--- config.mk ---
export PLATFORM = sky130hd
export DESIGN_NAME = mfp_usart_tx
export DESIGN_NICKNAME = d
export VERILOG_FILES = /design/src/rtl/mfp_usart_tx.sv
export SDC_FILE = /design/constraint.sdc
export NUM_CORES = 1
export LEC_CHECK = 0
export CELL_PAD_IN_SITES_DETAIL_PLACEMENT = 0
export CELL_PAD_IN_SITES_GLOBAL_PLACEMENT = 1
export CORE_UTILIZATION = 45
export CTS_BUF_LIST = sky130_fd_sc_hd__clkbuf_8
export CTS_CLUSTER_SIZE = 10
export DETAILED_ROUTE_END_ITERATION = 16
export MAX_ROUTING_LAYER = met4
export PLACE_DENSITY_LB_ADDON = 0.1
export SLEW_MARGIN = 20
export SYNTH_ARGS = -nofsm -noshare
export SYNTH_HDL_FRONTEND = slang
export SYNTH_SLANG_ARGS = --single-unit
export TNS_END_PERCENT = 50
--- constraint.sdc ---
create_clock -name CLK -period 2.36 [get_ports CLK]
set_clock_uncertainty 0.1 [all_clocks]
set_input_delay 0.708 -clock CLK [delete_from_list [all_inputs] [get_ports CLK]]
set_output_delay 0.708 -clock CLK [all_outputs]
set_load 0.01 [all_outputs]
--- src/rtl/mfp_usart_tx.sv ---
// MFP68901 USART transmitter: UDR holding register, shift register and async framing FSM.
// Bit timing comes from one-cycle baud strobes (timer D output), optionally divided by OVERSAMPLE.
module mfp_usart_tx #(
  parameter int OVERSAMPLE = 16
) (
  input  logic       CLK,
  input  logic       RST,
  input  logic       TXCLK_EN,
  input  logic       CLK16,
  input  logic [1:0] WL,
  input  logic [1:0] ST,
  input  logic       PE,
  input  logic       EO,
  input  logic       TX_EN,
  input  logic       BRK,
  input  logic       DAT_WE,
  input  logic [7:0] DAT_I,
  output logic       SO,
  output logic       BUF_EMPTY,
  output logic       EMPTY_PULSE,
  output logic       END_PULSE,
  output logic       BUSY
);

  localparam int SW = (OVERSAMPLE > 1) ? $clog2(OVERSAMPLE) : 1;
  localparam logic [SW-1:0] SUB_LAST = SW'(OVERSAMPLE - 1);
  localparam logic [SW-1:0] SUB_HALF = SW'(OVERSAMPLE / 2 - 1);

  typedef enum logic [2:0] {
    S_IDLE, S_START, S_DATA, S_PARITY, S_STOP, S_BREAK
  } state_t;

  state_t        state_q, state_d;
  logic [SW-1:0] sub_q, sub_d;
  logic [2:0]    cnt_q, cnt_d;
  logic [7:0]    shift_q, shift_d;
  logic [7:0]    hold_q;
  logic          empty_q;
  logic          par_q, par_d;
  logic [1:0]    wl_q, wl_d;
  logic [1:0]    st_q, st_d;
  logic          pe_q, pe_d;
  logic          empty_pulse_q;
  logic          end_pulse_q;
  logic          end_pend_q;
  logic          tx_en_q;

  logic          bit_tick;
  logic          stop_done;
  logic          load;
  logic          so_c;
  logic [2:0]    last_bit;
  logic          tx_fall;

  assign bit_tick = TXCLK_EN & (~CLK16 | (sub_q == SUB_LAST));
  assign last_bit = 3'd7 - {1'b0, wl_q};
  assign tx_fall  = tx_en_q & ~TX_EN;

  // 1.5 stop bits in x16 mode: one full bit, then half a bit of strobes.
  always_comb begin
    stop_done = 1'b0;
    if (!st_q[1])
      stop_done = bit_tick;
    else if (st_q == 2'b10 && CLK16 && cnt_q == 3'd1)
      stop_done = TXCLK_EN & (sub_q == SUB_HALF);
    else
      stop_done = bit_tick & (cnt_q == 3'd1);
  end

  always_comb begin
    state_d = state_q;
    cnt_d   = cnt_q;
    shift_d = shift_q;
    par_d   = par_q;
    wl_d    = wl_q;
    st_d    = st_q;
    pe_d    = pe_q;
    load    = 1'b0;
    so_c    = 1'b1;
    case (state_q)
      S_IDLE: begin
        so_c = 1'b1;
        if (TXCLK_EN && TX_EN) begin
          if (BRK)
            state_d = S_BREAK;
          else if (!empty_q)
            load = 1'b1;
        end
      end
      S_START: begin
        so_c = 1'b0;
        if (bit_tick) begin
          state_d = S_DATA;
          cnt_d   = 3'd0;
        end
      end
      S_DATA: begin
        so_c = shift_q[0];
        if (bit_tick) begin
          shift_d = shift_q >> 1;
          if (cnt_q == last_bit) begin
            state_d = pe_q ? S_PARITY : S_STOP;
            cnt_d   = 3'd0;
          end else begin
            cnt_d = cnt_q + 3'd1;
          end
        end
      end
      S_PARITY: begin
        so_c = par_q;
        if (bit_tick) begin
          state_d = S_STOP;
          cnt_d   = 3'd0;
        end
      end
      S_STOP: begin
        so_c = 1'b1;
        if (stop_done) begin
          if (TX_EN && BRK)
            state_d = S_BREAK;
          else if (TX_EN && !empty_q)
            load = 1'b1;
          else
            state_d = S_IDLE;
        end else if (bit_tick) begin
          cnt_d = cnt_q + 3'd1;
        end
      end
      S_BREAK: begin
        so_c = 1'b0;
        if (bit_tick && !(TX_EN && BRK))
          state_d = S_IDLE;
      end
      default: state_d = S_IDLE;
    endcase

    // Frame format is captured here so UCR writes mid-frame only affect the next frame.
    if (load) begin
      state_d = S_START;
      shift_d = hold_q;
      cnt_d   = 3'd0;
      wl_d    = WL;
      st_d    = ST;
      pe_d    = PE;
      par_d   = (^(hold_q & (8'hFF >> WL))) ^ ~EO;
    end
  end

  always_comb begin
    sub_d = sub_q;
    if (state_q == S_IDLE || state_d == S_IDLE || !CLK16)
      sub_d = '0;
    else if (TXCLK_EN)
      sub_d = (sub_q == SUB_LAST || (state_q == S_STOP && stop_done)) ? '0 : sub_q + SW'(1);
  end

  always_ff @(posedge CLK or posedge RST) begin
    if (RST) begin
      state_q <= S_IDLE;
      sub_q   <= '0;
      cnt_q   <= 3'd0;
      shift_q <= 8'd0;
      par_q   <= 1'b0;
      wl_q    <= 2'b00;
      st_q    <= 2'b00;
      pe_q    <= 1'b0;
    end else begin
      state_q <= state_d;
      sub_q   <= sub_d;
      cnt_q   <= cnt_d;
      shift_q <= shift_d;
      par_q   <= par_d;
      wl_q    <= wl_d;
      st_q    <= st_d;
      pe_q    <= pe_d;
    end
  end

  // A write landing on the transfer cycle refills the buffer, so no empty event.
  always_ff @(posedge CLK or posedge RST) begin
    if (RST) begin
      hold_q        <= 8'd0;
      empty_q       <= 1'b1;
      empty_pulse_q <= 1'b0;
    end else begin
      if (DAT_WE)
        hold_q <= DAT_I;
      if (DAT_WE)
        empty_q <= 1'b0;
      else if (load)
        empty_q <= 1'b1;
      empty_pulse_q <= load & ~DAT_WE;
    end
  end

  // TX_EN falling is remembered until the FSM reaches IDLE, then reported once.
  always_ff @(posedge CLK or posedge RST) begin
    if (RST) begin
      tx_en_q     <= 1'b0;
      end_pend_q  <= 1'b0;
      end_pulse_q <= 1'b0;
    end else begin
      tx_en_q <= TX_EN;
      if (TX_EN) begin
        end_pend_q  <= 1'b0;
        end_pulse_q <= 1'b0;
      end else if ((tx_fall || end_pend_q) && state_q == S_IDLE) begin
        end_pend_q  <= 1'b0;
        end_pulse_q <= 1'b1;
      end else begin
        end_pulse_q <= 1'b0;
        if (tx_fall)
          end_pend_q <= 1'b1;
      end
    end
  end

  assign SO          = so_c;
  assign BUF_EMPTY   = empty_q;
  assign EMPTY_PULSE = empty_pulse_q;
  assign END_PULSE   = end_pulse_q;
  assign BUSY        = (state_q != S_IDLE);

endmodule

==> flow_metrics.env, run 1 <==
export IMPL_status="complete, no violations"
export IMPL_period_minus_slack_ps=2280
export IMPL_die_h_um=69.1
export IMPL_drive_gt1_share_pct=30.7
export IMPL_final_antenna_net_count=0
export IMPL_synth_edff_count=0
export IMPL_crit_fanout=4
export IMPL_routed_wirelength_um=4780
export IMPL_ys_seq_elements=37
export IMPL_crit_type="input pin to flop"
export IMPL_synth_main_ff_cell="dfrtp_1"
export IMPL_min_path_type="flop to flop"
export IMPL_syn_nets=215
export IMPL_die_w_um=69.1
export IMPL_initial_core_util_pct=46.5
export IMPL_syn_avg_cell_area_um2=10.6
export IMPL_timing_final_hold_violations=0
export IMPL_core_area_um2=4350
export IMPL_cellPowerDensity_nw_per_um2=951
export IMPL_wl_met2_um=2500
export IMPL_fmax_mhz=439
export IMPL_max_cap_violations=0
export IMPL_synth_area_leader_cell="dfrtp_1"
export IMPL_synth_top_area_share_pct=44.5
export IMPL_routed_via_count=1709
export IMPL_wl_met3_um=188
export IMPL_nets=274
export IMPL_drc=0
export IMPL_syn_area_um2=2030
export IMPL_place_area_um2=2520
export IMPL_crit_arrival_ps=2330
export IMPL_num_rows=24
export IMPL_ys_seq_area_share_pct=45.8
export IMPL_via_per_inst=5.64
export IMPL_place_congestion=0.950
export IMPL_grt_pass1_vias=1785
export IMPL_cts_made_buffers=5
export IMPL_hold_slack_ps=380
export IMPL_cts_tree="yes"
export IMPL_drtIter0Drc=187
export IMPL_antenna_found_initial=0
export IMPL_grt_pass1_wl_um=8150
export IMPL_max_slew_margin_pct=65.7
export IMPL_peakVddDrop_v=0.000427
export IMPL_wl_per_cell_um=15.8
export IMPL_grt_use_total_pct=21.9
export IMPL_cts_root_buf="clkbuf_8"
export IMPL_ios=26
export IMPL_areaGrowthSynthToFinish_pct=37.5
export IMPL_die_area_um2=4770
export IMPL_first_pass_iters=4
export IMPL_top_layer_used="met4"
export IMPL_ctsHoldBuffers=0
export IMPL_required_ps=2420
export IMPL_async_reset_ff_share_pct=100
export IMPL_grt_overflow=0
export IMPL_grt_start_max_net_pins=38
export IMPL_stdcell_area_um2=2790
export IMPL_worstMarginPinSlew_ps=510
export IMPL_fin_setup_tns_ps=0
export IMPL_syn_inst=191
export IMPL_port_buffers=25
export IMPL_met1Wirelength_um=1990
export IMPL_clk_latency_ps=280
export IMPL_fin_crit_sh_pct=96.6
export IMPL_crit_path_end_kind="flop"
export IMPL_cts_sinks=37
export IMPL_synth_area_leaders="dfrtp_1, mux2_2, a21o_1"
export IMPL_clock_path_buffers=2
export IMPL_clkSlewWorstSetupHoldPaths_ps=70
export IMPL_leakage_uw=0.00126
export IMPL_setup_viol_count_final=0
export IMPL_cp_start_kind="input pin"
export IMPL_yosys_warnings=0
export IMPL_dp_hpwl_um=3550
export IMPL_num_antenna_cells=0
export IMPL_htree_levels=2
export IMPL_ys_types=49
export IMPL_slew_viol_final=0
-- metal layers --
layer | vias to the layer above | track usage (%)
li1 | 812 | -
met1 | 838 | 25.4
met2 | 47 | 37.8
met3 | 12 | 4.68
met4 | 0 | 7.26
met5 | - | -
-- worst max-delay path, stage by stage --
cell and delay (ps):
clkdlybuf4s50_1 430, buf_6 140, nand2_4 60, o221a_2 190, o32a_1 170, o311ai_1 160
nor4b_4 390, a211oi_2 80
-- placed cells by master, fill, tap and decap left out, drive strengths merged, types with 4 or more instances in the layout --
master	netlist	layout
dfrtp	36	36
buf	3	33
clkdlybuf4s50	0	20
nand2	17	17
nor2	15	15
mux2	14	14
o21ai	11	11
inv	8	9
a21o	9	9
xnor2	7	7
a22o	7	7
clkbuf	3	7
nand2b	6	6
nand3	5	5
a21oi	5	5
xor2	4	4
-- worst paths after layout --
path                            startpoint    endpoint  slack (ps)  cells after the start
worst max-delay path                 TX_EN    sub_q[1]          80                      8
worst min-delay path            shift_q[2]  shift_q[2]         380                      1
worst max register to register    sub_q[0]    sub_q[1]         100                      8
worst min register to register  shift_q[2]  shift_q[2]         380                      1
max in group asynchronous              RST   BUF_EMPTY        1070                      3
min in group asynchronous              RST   hold_q[6]         740                      3
-- final cells by class --
class                   count  area [um^2]
clock buffers               6         82.6
clock inverters             2         33.8
fillers                   346         1570
inverters                   8         30.0
multi-input cells         140         1130
flip-flops and latches     37          927
well taps                  52         65.1
repair buffers             58          512
-- logic make-up after synthesis --
logic type,synth area share [%]
AO/OA/AOI/OAI,21.6
XOR/XNOR,4.76
adder cells (fa/ha/maj),1.85
buffers and inverters,2.90
flip-flops,45.8
multiplexers,8.28
AND/OR/NAND/NOR,14.9
-- synthesized netlist by cell type, drive strengths merged, types with 2 or more instances --
cell type and count:
nand2 17, ha 3, a21oi 5, xor2 4, nand3 5, mux2 14
and3b 2, a21boi 2, nor4b 2, nor3 3, o21ai 11, inv 8
o21bai 3, dfrtp 36, nor2 15, clkbuf 3, a22o 7, a31oi 3
nand2b 6, a21o 9, o311ai 2, xnor2 7, nor2b 2, buf 3
o31ai 2
-- timing repair --
item                       CTS  global route
resized for setup           12            17
setup endpoints to repair   17            21
setup buffers                3             2
pin swaps                    3             5
gates cloned                 0             0
-- power breakdown --
group | internal [uW] | switching [uW] | total [uW] | leakage (uW)
logic | 577 | 558 | 1130 | 0.000729
registers | 819 | 140 | 960 | 0.000465
clock network | 340 | 215 | 555 | 0.0000626
-- sequential cells by signal, summed over array words and instances, names as in the netlist, 2 cells and up --
name     cells
hold_q       8
shift_q      8
sub_q        4
cnt_q        3
state_q      3
st_q         2
wl_q         2
-- through the flow --
step | worst slack (ps) | utilization (%) | cells | power (uW)
final | 80.8 | 64.0 | 303 | 2650
after global routing | -21.2 | 64.0 | 303 | 2820
after CTS | -29.0 | 62.0 | 301 | 2610
after detailed placement | -484 | 57.9 | 290 | 2030
after global placement | -448 | 57.9 | 290 | 1980
after floorplan | 145 | - | 191 | 1600
Note: power is estimated with default switching activity, not from simulation.
==> inputs of run 2 (changes only) <==
Settings changed: CORE_UTILIZATION 45 to 40.
Clock period 2.36 ns to 1.9 ns, I/O delays scaled along.
==> run 2 against run 1 <==
The flow now finishes with violations (setup timing). Die area is 12% higher. Power is 34% higher. Count of clock-buffer cells in the layout is 1 lower. Hold slack better by 1.6 ps. Final cell count is 13% higher. Utilization hardly changed. Global-route usage is 0.61 points higher. Final area is 9.9% higher. Sequential share of layout area is 3.0 points lower. Critical path depth stayed put. Non-clock buffer count is 26 higher. Critical path type is now flop to flop. Highest routed layer unchanged.
==> flow_metrics.env, run 2 (synthesis results as in run 1) <==
export IMPL_initial_core_util_pct=42.3
export IMPL_clk_latency_ps=280
export IMPL_cts_made_buffers=5
export IMPL_clkSlewWorstSetupHoldPaths_ps=80
export IMPL_stdcell_area_um2=3060
export IMPL_dp_cells=325
export IMPL_place_area_um2=2760
export IMPL_port_buffers=25
export IMPL_num_fill_cells=418
export IMPL_leakage_uw=0.00141
export IMPL_wl_per_cell_um=15.5
export IMPL_grt_start_max_net_pins=38
export IMPL_crit_arrival_ps=2210
export IMPL_num_antenna_cells=0
export IMPL_die_w_um=73.2
export IMPL_min_path_type="flop to flop"
export IMPL_final_antenna_net_count=0
export IMPL_drc=0
export IMPL_met1_usage_pct=29.1
export IMPL_routed_via_count=1748
export IMPL_routed_wirelength_um=5320
export IMPL_via_per_inst=5.10
export IMPL_place_congestion=0.835
export IMPL_worstMarginPinSlew_ps=500
export IMPL_drtIter0Drc=75
export IMPL_mostFrequentLayoutCell="buf_4"
export IMPL_crit_type="flop to flop"
export IMPL_fin_ws_ps=-252
export IMPL_required_ps=1960
export IMPL_fin_crit_sh_pct=113
export IMPL_period_minus_slack_ps=2150
export IMPL_largestRegisters="hold_q: 8 flops, shift_q: 8 flops, sub_q: 4 flops"
export IMPL_final_cell_mix="buf_4, dfrtp_1, clkdlybuf4s50_1"
export IMPL_cts_tree="yes"
export IMPL_htree_levels=2
export IMPL_grt_use_total_pct=22.6
export IMPL_dp_hpwl_um=3900
export IMPL_ios=26
export IMPL_pre_cts_ws_ps=-760
export IMPL_core_area_um2=4790
export IMPL_crit_path_end_kind="flop"
export IMPL_cts_sinks=37
export IMPL_max_slew_margin_pct=66.3
export IMPL_timing_final_hold_violations=0
export IMPL_clock_path_buffers=2
export IMPL_max_cap_violations=0
export IMPL_cts_root_buf="clkbuf_8"
export IMPL_peakVddDrop_v=0.000489
export IMPL_first_pass_iters=4
export IMPL_crit_fanout=7
export IMPL_fmax_mhz=465
export IMPL_die_h_um=73.2
export IMPL_rsz0062_at_grt="true"
export IMPL_num_rows=25
export IMPL_met2_usage_pct=36.7
export IMPL_ctsHoldBuffers=0
export IMPL_nets=300
export IMPL_antenna_found_initial=0
export IMPL_violations="setup timing"
export IMPL_status="complete, but fails checks"
export IMPL_slew_viol_final=0
export IMPL_top_usage_layer="met2"
export IMPL_grt_pass1_wl_um=8790
export IMPL_grt_pass1_vias=1821
export IMPL_fin_cells=343
export IMPL_areaGrowthSynthToFinish_pct=51.1
export IMPL_cellPowerDensity_nw_per_um2=1160
export IMPL_grt_overflow=0
export IMPL_die_area_um2=5350
export IMPL_drive_gt1_share_pct=41.3
export IMPL_setup_viol_count_final=22
export IMPL_cp_start_kind="flop"
export IMPL_use_met3_pct=3.87
## run 2: cell count changes in the layout (fill, tap and decap cells not counted), sizes merged
| cell | change |
|---|---|
| buf | +28 |
| clkinv | +1 |
| bufinv | -1 |
| clkdlybuf4s15 | +2 |
| clkbuf | -2 |
| clkdlybuf4s50 | -2 |
| dlymetal6s2s | -1 |
## run 2: final cells by class
class | count | area (um^2) | share of cell area, %
Sequential cell | 37 | 927 | 30.3
Clock inverter | 2 | 12.5 | 0.409
Inverter | 8 | 30.0 | 0.981
Timing Repair Buffer | 84 | 737 | 24.1
Multi-Input combinational cell | 140 | 1200 | 39.3
Clock buffer | 5 | 68.8 | 2.25
Tap cell | 67 | 83.8 | 2.74
## run 2: final timing paths
path | from | end | slack, ps | depth (start not counted)
min in group asynchronous | RST | sub_q[0] | 530 | 3
worst min-delay path | shift_q[3] | shift_q[3] | 380 | 1
worst min register to register | shift_q[3] | shift_q[3] | 380 | 1
max in group asynchronous | RST | BUF_EMPTY | 920 | 3
worst max-delay path | sub_q[0] | sub_q[2] | -250 | 8
worst max register to register | sub_q[0] | sub_q[2] | -250 | 8
## run 2: where the power goes
part | leakage (uW) | switching (uW) | internal (uW)
logic | 0.000900 | 814 | 1010
registers | 0.000465 | 170 | 1020
clock network | 0.0000454 | 281 | 249
## run 2: critical path, stage by stage (launching register included)
cell and delay, ps:
dfrtp_1 410, ha_4 170, and3_4 200, o21ai_4 90, buf_4 140, a32oi_2 250, o311ai_4 160, nor4b_4 400
nor3_1 100
## run 2: through the flow
stage	utilization (%)	hold WS [ps]	power, uW	setup TNS [ps]
global route	64.0	406	3770	-4390
detailed placement	57.6	366	2790	-16450
finish	64.0	382	3540	-2630
floorplan	-	350	2050	-1040
CTS	63.4	384	3520	-2220
global placement	57.6	362	2740	-15310
## run 2: what timing repair did
item | in CTS | in global routing
resized for setup | 41 | 6
buffers inserted | 10 | 1
pin swaps | 16 | 3
setup endpoints to repair | 28 | 24
## run 2: per-layer routing
layer | vias to the layer above | wire (um)
met5 | - | 0
met4 | 0 | 48
met3 | 5 | 161
met2 | 32 | 2580
met1 | 848 | 2540
li1 | 863 | -
==> inputs of run 3 (changes only) <==
Settings changed: CAP_MARGIN from default to 20, MAX_ROUTING_LAYER met4 to default.
==> run 3 against run 2 <==
The flow still finishes with violations (setup timing). Sequential share of layout area decreased by 0.40 points. Setup slack improved by 27 ps. Power increased by 4.6%. Combinational power about the same. Fmax increased by 1.3%. Critical path type unchanged. Count of clock-buffer cells in the layout increased by 1. Critical path depth increased by 1. Hold slack improved by 1.1 ps. Final area increased by 1.5%.
==> flow_metrics.env, run 3 (synthesis results as in run 1) <==
export IMPL_place_area_um2=2740
export IMPL_die_w_um=73.2
export IMPL_status="complete, but fails checks"
export IMPL_crit_arrival_ps=2250
export IMPL_num_fill_cells=398
export IMPL_mostFrequentLayoutCell="buf_4"
export IMPL_hold_path_startpoint="shift_q[2]"
export IMPL_fin_crit_sh_pct=112
export IMPL_final_cell_mix="buf_4, dfrtp_1, clkdlybuf4s50_1"
export IMPL_required_ps=2020
export IMPL_crit_fanout=7
export IMPL_htree_levels=2
export IMPL_power_frac_comb_pct=48.9
export IMPL_clock_path_buffers=2
export IMPL_final_util_pct=64.9
export IMPL_grt_start_max_net_pins=14
export IMPL_wl_met2_um=2660
export IMPL_routed_wirelength_um=5490
export IMPL_cp_start_kind="flop"
export IMPL_cts_sinks=37
export IMPL_internal_power_uw=2460
export IMPL_worstMarginPinSlew_ps=508
export IMPL_peakVddDrop_v=0.000643
export IMPL_drive_gt1_share_pct=41.6
export IMPL_cts_made_buffers=5
export IMPL_max_cap_violations=0
export IMPL_top_layer_used="met4"
export IMPL_routed_via_count=1821
export IMPL_wl_met3_um=265
export IMPL_r2r_start="sub_q[1]"
export IMPL_clkSlewWorstSetupHoldPaths_ps=80
export IMPL_areaGrowthSynthToFinish_pct=53.4
export IMPL_antenna_found_initial=0
export IMPL_drc=0
export IMPL_violations="setup timing"
export IMPL_pre_cts_ws_ps=-804
export IMPL_leakage_uw=0.00144
export IMPL_crit_type="flop to flop"
export IMPL_min_path_type="flop to flop"
export IMPL_nets=309
export IMPL_via_per_inst=5.16
export IMPL_place_congestion=0.932
export IMPL_cts_tree="yes"
export IMPL_cts_root_buf="clkbuf_8"
export IMPL_rsz0062_at_grt="true"
export IMPL_setup_viol_count_final=23
export IMPL_grt_pass1_vias=1749
export IMPL_fin_ws_ps=-224
export IMPL_grt_use_total_pct=21.5
export IMPL_power_switching_uw=1250
export IMPL_r2r_end="cnt_q[2]"
export IMPL_ios=26
export IMPL_hold_slack_ps=383
export IMPL_largestRegisters="hold_q: 8 flops, shift_q: 8 flops, sub_q: 4 flops"
export IMPL_clkPwrFrac_pct=18.7
export IMPL_final_antenna_net_count=0
export IMPL_clk_latency_ps=290
export IMPL_dp_hpwl_um=4000
export IMPL_die_h_um=73.2
export IMPL_drtIter0Drc=166
export IMPL_port_buffers=25
export IMPL_wl_per_cell_um=15.6
export IMPL_reg2reg_depth=9
export IMPL_dp_cells=325
export IMPL_initial_core_util_pct=42.3
export IMPL_period_minus_slack_ps=2120
export IMPL_met1Wirelength_um=2550
export IMPL_core_area_um2=4790
export IMPL_die_area_um2=5350
export IMPL_seqPwrFrac_pct=32.4
export IMPL_first_pass_iters=4
export IMPL_slew_viol_final=0
export IMPL_timing_final_hold_violations=0
export IMPL_r2r_setup_slack_ps=-220
export IMPL_grt_pass1_wl_um=8550
export IMPL_crit_path_end_kind="flop"
export IMPL_num_antenna_cells=0
export IMPL_switching_share_pct=33.6
export IMPL_hold_depth=1
export IMPL_num_rows=25
export IMPL_hold_path_end="shift_q[2]"
export IMPL_fmax_mhz=471
export IMPL_cellPowerDensity_nw_per_um2=1190
export IMPL_max_slew_margin_pct=65.8
export IMPL_stdcell_area_um2=3110
export IMPL_grt_overflow=0
export IMPL_fin_cells=353
[run 3: routing by layer]
| metal | track usage [%] | up-vias |
|---|---|---|
| met1 | 29.8 | 887 |
| met2 | 35.2 | 54 |
| met4 | 4.58 | 0 |
| met5 | 0 | - |
| met3 | 3.73 | 4 |
| li1 | - | 876 |
[run 3: cell type report]
type	count	area, um^2	area share (%)
Tap cell	67	83.8	2.70
Timing Repair Buffer	93	786	25.3
Clock buffer	6	82.6	2.66
Clock inverter	2	33.8	1.09
Sequential cell	37	928	29.9
Multi-Input combinational cell	140	1160	37.4
Inverter	8	30.0	0.967
[run 3: how the worst max path moves through the flow]
stage,from,end,slack (ps),cells past startpoint
2_1_floorplan,sub_q[1],sub_q[1],-120,7
3_3_place_gp,TX_EN,wl_q[0],-700,7
3_5_place_dp,TX_EN,cnt_q[2],-800,8
4_1_cts,sub_q[1],sub_q[3],-230,8
5_1_grt,sub_q[1],cnt_q[2],-330,9
6_report,sub_q[1],cnt_q[2],-220,9
[run 3: worst max-delay path, stage by stage, from the launching register on]
cell	delay (ps)
dfrtp_1	410
ha_4	190
and3_4	180
o21ai_4	230
buf_4	160
o21ai_0	100
a221oi_2	230
buf_4	180
o21bai_1	130
a21o_1	150
[run 3: power by group through the flow]
stage / Clock (uW) / Combinational, uW / Sequential (uW)
global route: 729 / 1950 / 1230
floorplan: 0 / 875 / 1170
detailed placement: 0 / 1570 / 1210
finish: 692 / 1810 / 1200
global placement: 0 / 1540 / 1190
CTS: 708 / 1710 / 1190
[run 3: stage by stage]
stage          power, uW  TNS, ps
5_1_grt             3910    -5900
3_5_place_dp        2780   -16690
3_3_place_gp        2730   -16050
4_1_cts             3610    -3870
6_report            3710    -3770
2_1_floorplan       2050    -1040
[run 3: what timing repair did]
action | in CTS | in global routing
cloned | 0 | 1
setup endpoints to repair | 29 | 27
resized for setup | 25 | 10
hold endpoints to repair | 0 | 0
setup buffers | 13 | 7
pin swaps | 9 | 7
hold buffers | 0 | 0
